### config.mk
export PLATFORM = sky130hd
export DESIGN_NAME = mc_sequencer
export DESIGN_NICKNAME = d
export VERILOG_FILES = /design/src/rtl/mc_pkg.sv /design/src/rtl/mc_pc_unit.sv /design/src/rtl/mc_sequencer.sv
export SDC_FILE = /design/constraint.sdc
export NUM_CORES = 1
export LEC_CHECK = 0
export BUFFER_PORTS_ARGS = -buffer_cell sky130_fd_sc_hd__buf_2
export CELL_PAD_IN_SITES_DETAIL_PLACEMENT = 1
export CELL_PAD_IN_SITES_GLOBAL_PLACEMENT = 1
export CORE_AREA = 3 3 91 158
export CTS_BUF_LIST = sky130_fd_sc_hd__clkbuf_8
export DETAILED_ROUTE_END_ITERATION = 10
export DIE_AREA = 0 0 94 161
export GPL_TIMING_DRIVEN = 0
export PLACE_DENSITY_LB_ADDON = 0.1
export REMOVE_ABC_BUFFERS = 1
export SETUP_SLACK_MARGIN = 0.15
export SYNTH_ARGS = -nofsm -noshare
export SYNTH_HDL_FRONTEND = slang
export SYNTH_SLANG_ARGS = --single-unit
### constraint.sdc
create_clock -name clk -period 2.9 [get_ports clk]
set_input_delay 0.87 -clock clk [delete_from_list [all_inputs] [get_ports clk]]
set_output_delay 0.87 -clock clk [all_outputs]
set_load 0.01 [all_outputs]
### src/rtl/mc_pkg.sv
// Shared types and constants for the multi-cycle sequencer.
package mc_pkg;

  // Encoded sequencer state; values are visible on the state output.
  typedef enum logic [2:0] {
    StFetch  = 3'd0,
    StExec   = 3'd1,
    StMem    = 3'd2,
    StMuldiv = 3'd3,
    StHalted = 3'd4
  } state_t;

  // MIPS boot ROM address.
  localparam logic [31:0] DefaultResetVector = 32'hBFC0_0000;

endpackage

### src/rtl/mc_pc_unit.sv
// Program counter with MIPS branch-delay-slot redirection and halt detection.
module mc_pc_unit
  import mc_pkg::*;
#(
  parameter int unsigned     AddrW       = 32,
  parameter logic [AddrW-1:0] ResetVector = AddrW'(DefaultResetVector)
) (
  input  logic             clk_i,
  input  logic             rst_ni,
  input  logic             commit_i,
  input  logic             redirect_i,
  input  logic [AddrW-1:0] redirect_target_i,
  output logic [AddrW-1:0] pc_o,
  output logic             halt_o
);

  logic [AddrW-1:0] pc_q, pc_d;
  logic             pending_q, pending_d;
  logic [AddrW-1:0] target_q, target_d;
  logic [AddrW-1:0] pc_next;

  // Sequential successor, or the deferred jump target once the delay slot retires.
  always_comb begin
    pc_next   = pending_q ? target_q : pc_q + AddrW'(4);
    pc_d      = pc_q;
    pending_d = pending_q;
    target_d  = target_q;
    if (commit_i) begin
      pc_d = pc_next;
      if (pending_q) begin
        // Retiring the delay slot; a branch sitting in it is dropped.
        pending_d = 1'b0;
      end else if (redirect_i) begin
        pending_d = 1'b1;
        target_d  = redirect_target_i;
      end
    end
  end

  // PC and delay-slot registers.
  always_ff @(posedge clk_i or negedge rst_ni) begin
    if (!rst_ni) begin
      pc_q      <= ResetVector;
      pending_q <= 1'b0;
      target_q  <= '0;
    end else begin
      pc_q      <= pc_d;
      pending_q <= pending_d;
      target_q  <= target_d;
    end
  end

  assign pc_o   = pc_q;
  assign halt_o = (pc_next == '0);

endmodule

### src/rtl/mc_sequencer.sv
// Multi-cycle FETCH/EXEC/MEM/MULDIV sequencer with waitrequest-tolerant memory handshakes.
module mc_sequencer
  import mc_pkg::*;
#(
  parameter int unsigned      ADDR_W        = 32,
  parameter logic [ADDR_W-1:0] RESET_VECTOR  = ADDR_W'(DefaultResetVector),
  parameter int unsigned      MULDIV_CYCLES = 32
) (
  input  logic              clk,
  input  logic              reset,
  input  logic              instr_waitrequest,
  input  logic              data_waitrequest,
  input  logic              dec_load,
  input  logic              dec_store,
  input  logic              dec_muldiv,
  input  logic              redirect_valid,
  input  logic [ADDR_W-1:0] redirect_target,
  output logic              instr_read,
  output logic [ADDR_W-1:0] instr_address,
  output logic              ir_load,
  output logic              data_read,
  output logic              data_write,
  output logic              commit,
  output logic              muldiv_busy,
  output logic [2:0]        state,
  output logic              active,
  output logic              finish
);

  localparam int unsigned CntW = (MULDIV_CYCLES > 1) ? $clog2(MULDIV_CYCLES) : 1;

  state_t            state_q, state_d;
  logic [CntW-1:0]   cnt_q, cnt_d;
  logic              redir_q, redir_d;
  logic [ADDR_W-1:0] redir_tgt_q, redir_tgt_d;
  logic              mem_load_q, mem_load_d;

  logic              commit_now;
  logic              redir_eff;
  logic [ADDR_W-1:0] redir_tgt_eff;
  logic              pc_halt;
  logic [ADDR_W-1:0] pc;

  logic instr_read_c, ir_load_c, data_read_c, data_write_c, muldiv_busy_c;

  // ALU ops commit in EXEC itself, so the live decode is used there instead of the capture.
  always_comb begin
    redir_eff     = (state_q == StExec) ? redirect_valid  : redir_q;
    redir_tgt_eff = (state_q == StExec) ? redirect_target : redir_tgt_q;
  end

  mc_pc_unit #(
    .AddrW       (ADDR_W),
    .ResetVector (RESET_VECTOR)
  ) u_pc_unit (
    .clk_i             (clk),
    .rst_ni            (reset),
    .commit_i          (commit_now),
    .redirect_i        (redir_eff),
    .redirect_target_i (redir_tgt_eff),
    .pc_o              (pc),
    .halt_o            (pc_halt)
  );

  // Next-state and decoded outputs.
  always_comb begin
    state_d       = state_q;
    cnt_d         = cnt_q;
    redir_d       = redir_q;
    redir_tgt_d   = redir_tgt_q;
    mem_load_d    = mem_load_q;
    commit_now    = 1'b0;
    instr_read_c  = 1'b0;
    ir_load_c     = 1'b0;
    data_read_c   = 1'b0;
    data_write_c  = 1'b0;
    muldiv_busy_c = 1'b0;

    unique case (state_q)
      StFetch: begin
        instr_read_c = 1'b1;
        if (!instr_waitrequest) begin
          ir_load_c = 1'b1;
          state_d   = StExec;
        end
      end
      StExec: begin
        redir_d     = redirect_valid;
        redir_tgt_d = redirect_target;
        if (dec_load || dec_store) begin
          // Load wins if both are (illegally) set.
          mem_load_d = dec_load;
          state_d    = StMem;
        end else if (dec_muldiv) begin
          cnt_d   = CntW'(MULDIV_CYCLES - 1);
          state_d = StMuldiv;
        end else begin
          commit_now = 1'b1;
        end
      end
      StMem: begin
        data_read_c  = mem_load_q;
        data_write_c = !mem_load_q;
        if (!data_waitrequest) begin
          commit_now = 1'b1;
        end
      end
      StMuldiv: begin
        muldiv_busy_c = 1'b1;
        if (cnt_q == '0) begin
          commit_now = 1'b1;
        end else begin
          cnt_d = cnt_q - 1'b1;
        end
      end
      StHalted: begin
        state_d = StHalted;
      end
      default: begin
        state_d = StFetch;
      end
    endcase

    if (commit_now) begin
      state_d = pc_halt ? StHalted : StFetch;
    end
  end

  // FSM, MULDIV counter and captured decode.
  always_ff @(posedge clk or negedge reset) begin
    if (!reset) begin
      state_q     <= StFetch;
      cnt_q       <= '0;
      redir_q     <= 1'b0;
      redir_tgt_q <= '0;
      mem_load_q  <= 1'b0;
    end else begin
      state_q     <= state_d;
      cnt_q       <= cnt_d;
      redir_q     <= redir_d;
      redir_tgt_q <= redir_tgt_d;
      mem_load_q  <= mem_load_d;
    end
  end

  // Requests and pulses are forced low while reset is held.
  always_comb begin
    instr_read    = instr_read_c  & reset;
    ir_load       = ir_load_c     & reset;
    data_read     = data_read_c   & reset;
    data_write    = data_write_c  & reset;
    commit        = commit_now    & reset;
    muldiv_busy   = muldiv_busy_c & reset;
    instr_address = pc;
    state         = state_q;
    active        = (state_q != StHalted);
    finish        = (state_q == StHalted);
  end

endmodule

==> qor.csv <==
stage,metric,value,unit
placed_design,Post-DP Area,6130,sq um
timing,Final Max Tran Viols,0,
layout,final instance area,6950,sq um
floorplan,CORE AREA,13300,sq um
placed_design,Placer Congestion,0.822,
timing,TNS Setup,-166,ps
flow_run,number of max-cap violations,0,
clock_network,clock root cell,clkbuf_8,
drt,met1 wire length,6600,um
logic_synthesis,Synth async-reset ratio,100,%
logic_synthesis,synth warn,0,
layout,# diodes,0,
drt,post-DR vias/cell,5.70,
logic_synthesis,Synth Register Bits,107,
global_route,initial antenna violation count,0,
placed_design,hpwl dp,10800,um
global_route,Total GRT Usage,21.8,%
logic_synthesis,prevailing post-synth register cell,dfrtp_1,
logic_synthesis,Synth Area in Adders,0.680,%
floorplan,Die Ht,161,um
global_route,first-pass GRT wire length,25900,um
drt,average wire per standard cell,20.1,um
critical_path,critical path class,flop to output port,
critical_path,Reg2Reg Depth,12,
logic_synthesis,"Seq/Total Area, Yosys",48.7,%
logic_synthesis,mux cell area share after synthesis,14.8,%
logic_synthesis,Post-synth EDFFs,0,
logic_synthesis,main combinational cell family by area after synthesis,simple AND/OR/NAND/NOR gates,
layout,most frequent cells in the layout,"dfrtp_1, buf_2, mux2_2",
timing,Final Cycle Share,106,%
critical_path,startpoint types,flop,
layout,NumNets Final,687,
timing,worst clock skew,6.78,ps
clock_network,worst skew pair latency,390,ps
layout,layout cell share with drive strength beyond 1,41.1,%
logic_synthesis,ranking of synthesized cells by area,"dfrtp_1, mux2_2, dfstp_2",
timing,Setup WS post-layout,-166,ps
drt,Iter 0 DRT Violations,209,
drt,First-pass DRT Iterations,4,
placed_design,port buffer count,82,
drt,total number of vias,4694,
critical_path,crit path capture type,output port,
timing,RSZ-0062 raised after global routing,true,
floorplan,row count,56,
timing,Tmin final,3070,ps
logic_synthesis,Netlist cell types,55,
logic_synthesis,Compound-Gate Fraction of Synth Area,11.9,%
pwr,reported leakage power,2.96,nW
timing,slew at the pin with the worst max-slew slack,715,ps
floorplan,die width,94,um
clock_network,CTS tree,done,
logic_synthesis,cell taking the most area after synthesis,dfrtp_1,
layout,"most common cell after layout, fill and taps aside",dfrtp_1,
logic_synthesis,share of the synthesized area in the top cell type,44.4,%
global_route,vias in the first global route,4987,
critical_path,origin of the critical flop-to-flop path,cnt_q[0],
floorplan,IO Pins,83,
pwr,power density over cell area,1060,nW/um^2
logic_synthesis,Syn Inst Count,542,
floorplan,die area,15100,sq um
drt,top layer reached by signal wires,met4,
timing,Fin. Hold Viols,0,
critical_path,"Arr. time, crit path",2200,ps
outcome,failing checks,setup timing,
drt,final WL,16600,um
critical_path,R2R Setup Slk,110,ps
critical_path,CP Capture Point,commit,
drt,# DRC,0,
logic_synthesis,synthesized cell area,5520,sq um
pwr,Max VDD drop,0.000475,V
timing,final setup violation count,1,
logic_synthesis,Avg Synthesized Cell Area,10.2,sq um
outcome,status,"complete, but fails checks",
global_route,largest net degree at the start of global routing,48,
timing,WHS,295,ps
drt,post-route ant nets,0,
clock_network,clock buffer count from CTS,9,
clock_network,CTS sink cnt,107,
clock_network,htree depth,3,
logic_synthesis,Post-Synth Simple-Gate Area,18.3,%
clock_network,"Hold-fix buffers, CTS",0,
drt,met2 routed WL,9010,um
floorplan,effective utilization at floorplan,41.5,%
critical_path,worst reg2reg path endpoint,state[2],
critical_path,Crit Path Max Fanout,2,
clock_network,CTS Buffer Depth,2,
critical_path,critical path launch point,cnt_q[0],
critical_path,Critical Path RT,2030,ps
layout,area grow syn2layout,25.9,%
drt,metal3 WL,577,um
logic_synthesis,Synth Area in XOR/XNOR,2.54,%
hold_path,Worst Hold Class,input port to asynchronous set/reset pin,
timing,Max Clk Rate,326,MHz
layout,Fillers,1512,
timing,relative slew slack,52.1,%
global_route,grt total ovfl,0,
clock_network,"Reg clk slew, reported paths",110,ps
critical path: stages (launching register included):
cell and delay [ps]:
dfrtp_1 400, inv_2 60, ha_1 130, or4b_4 490
a211oi_4 290, nor2_2 70, nor2_4 120, and2_4 150
buf_6 90
kinds of logic (layout without fill, tap and decap cells):
logic type                 Yosys count  count (layout)
DFF                                107             107
buffers and inverters               43             148
AOI/OAI and AO/OA                  107             108
and+or+nand+nor                    193             194
adders and majority gates            3               3
muxes                               73              73
xor gates and xnor gates            16              16
metal layers:
layer / up-vias / track usage (%)
met4: 0 / 7.76
met3: 27 / 3.73
li1: 2173 / -
met2: 89 / 39.4
met1: 2405 / 25.4
met5: - / 0
repair_timing:
| action | 4_1_cts | 5_1_grt |
|---|---|---|
| setup buffers | 9 | 24 |
| endpoints found under the hold margin | 0 | 0 |
| pin swaps | 5 | 10 |
| gates resized for setup | 34 | 22 |
| setup endpoints to repair | 53 | 5 |
| gates cloned | 4 | 3 |
through the flow:
stage,worst slack [ps],total power [mW],std cells,util (%)
finish,-166,7.36,823,52.2
global route,-266,7.90,823,52.2
CTS,-203,7.12,796,50.0
detailed placement,-1550,5.83,767,46.1
global placement,-2560,5.59,763,45.1
floorplan,-1020,4.66,507,-
report_power, final:
group	total, mW	internal, mW	switching (mW)	leakage (nW)
registers	3.03	2.26	0.764	1.26
clock network	1.07	0.503	0.570	0.114
logic	3.26	1.63	1.64	1.59
sequential cells by signal, indices dropped and copies added, names as in the netlist:
| register | flops |
|---|---|
| cnt_q | 5 |
| mem_load_q | 1 |
| redir_q | 1 |
| redir_tgt_q | 32 |
| state | 3 |
| u_pc_unit.pc_o | 32 |
| u_pc_unit.pending_q | 1 |
| u_pc_unit.target_q | 32 |
cell usage after synthesis, types with 3 or more instances:
cell and n:
a211oi_1 3, a21o_1 3, a21oi_1 24, a22oi_1 5, a31oi_1 6, and2_1 7
and3_1 8, and4_1 5, buf_1 3, buf_2 9, clkbuf_1 23, dfrtp_1 98
dfstp_2 9, ha_1 3, inv_1 8, mux2_2 68, mux2i_1 5, nand2_1 52
nand2b_1 3, nand3_1 12, nand4_1 7, nor2_1 42, nor2b_1 5, nor3_1 13
nor3b_1 4, nor4_1 18, o2111ai_1 4, o21ai_0 40, o22ai_1 3, o31a_1 3
or3_1 4, or4_1 5, xnor2_1 9, xor2_1 7
layout make-up:
type	count	area, sq um	share of cell area [%]
sequential	107	2710	39.0
clock inverter	7	108	1.55
clock buffer	9	124	1.78
timing repair buffer	123	900	13.0
multi-input combinational	394	2850	41.0
inverter	8	33.8	0.486
tap	174	218	3.13
timing repair inverter	1	5.00	0.0720
worst min path at each step:
| stage | endpoint | slack [ps] |
|---|---|---|
| finish | u_pc_unit.pc_o[18] | 290 |
| floorplan | redir_q | 470 |
| CTS | u_pc_unit.pc_o[18] | 280 |
| detailed placement | redir_q | 480 |
| global route | u_pc_unit.target_q[24] | 280 |
| global placement | redir_tgt_q[25] | 480 |
No activity file was read; power rests on OpenSTA's default activity.
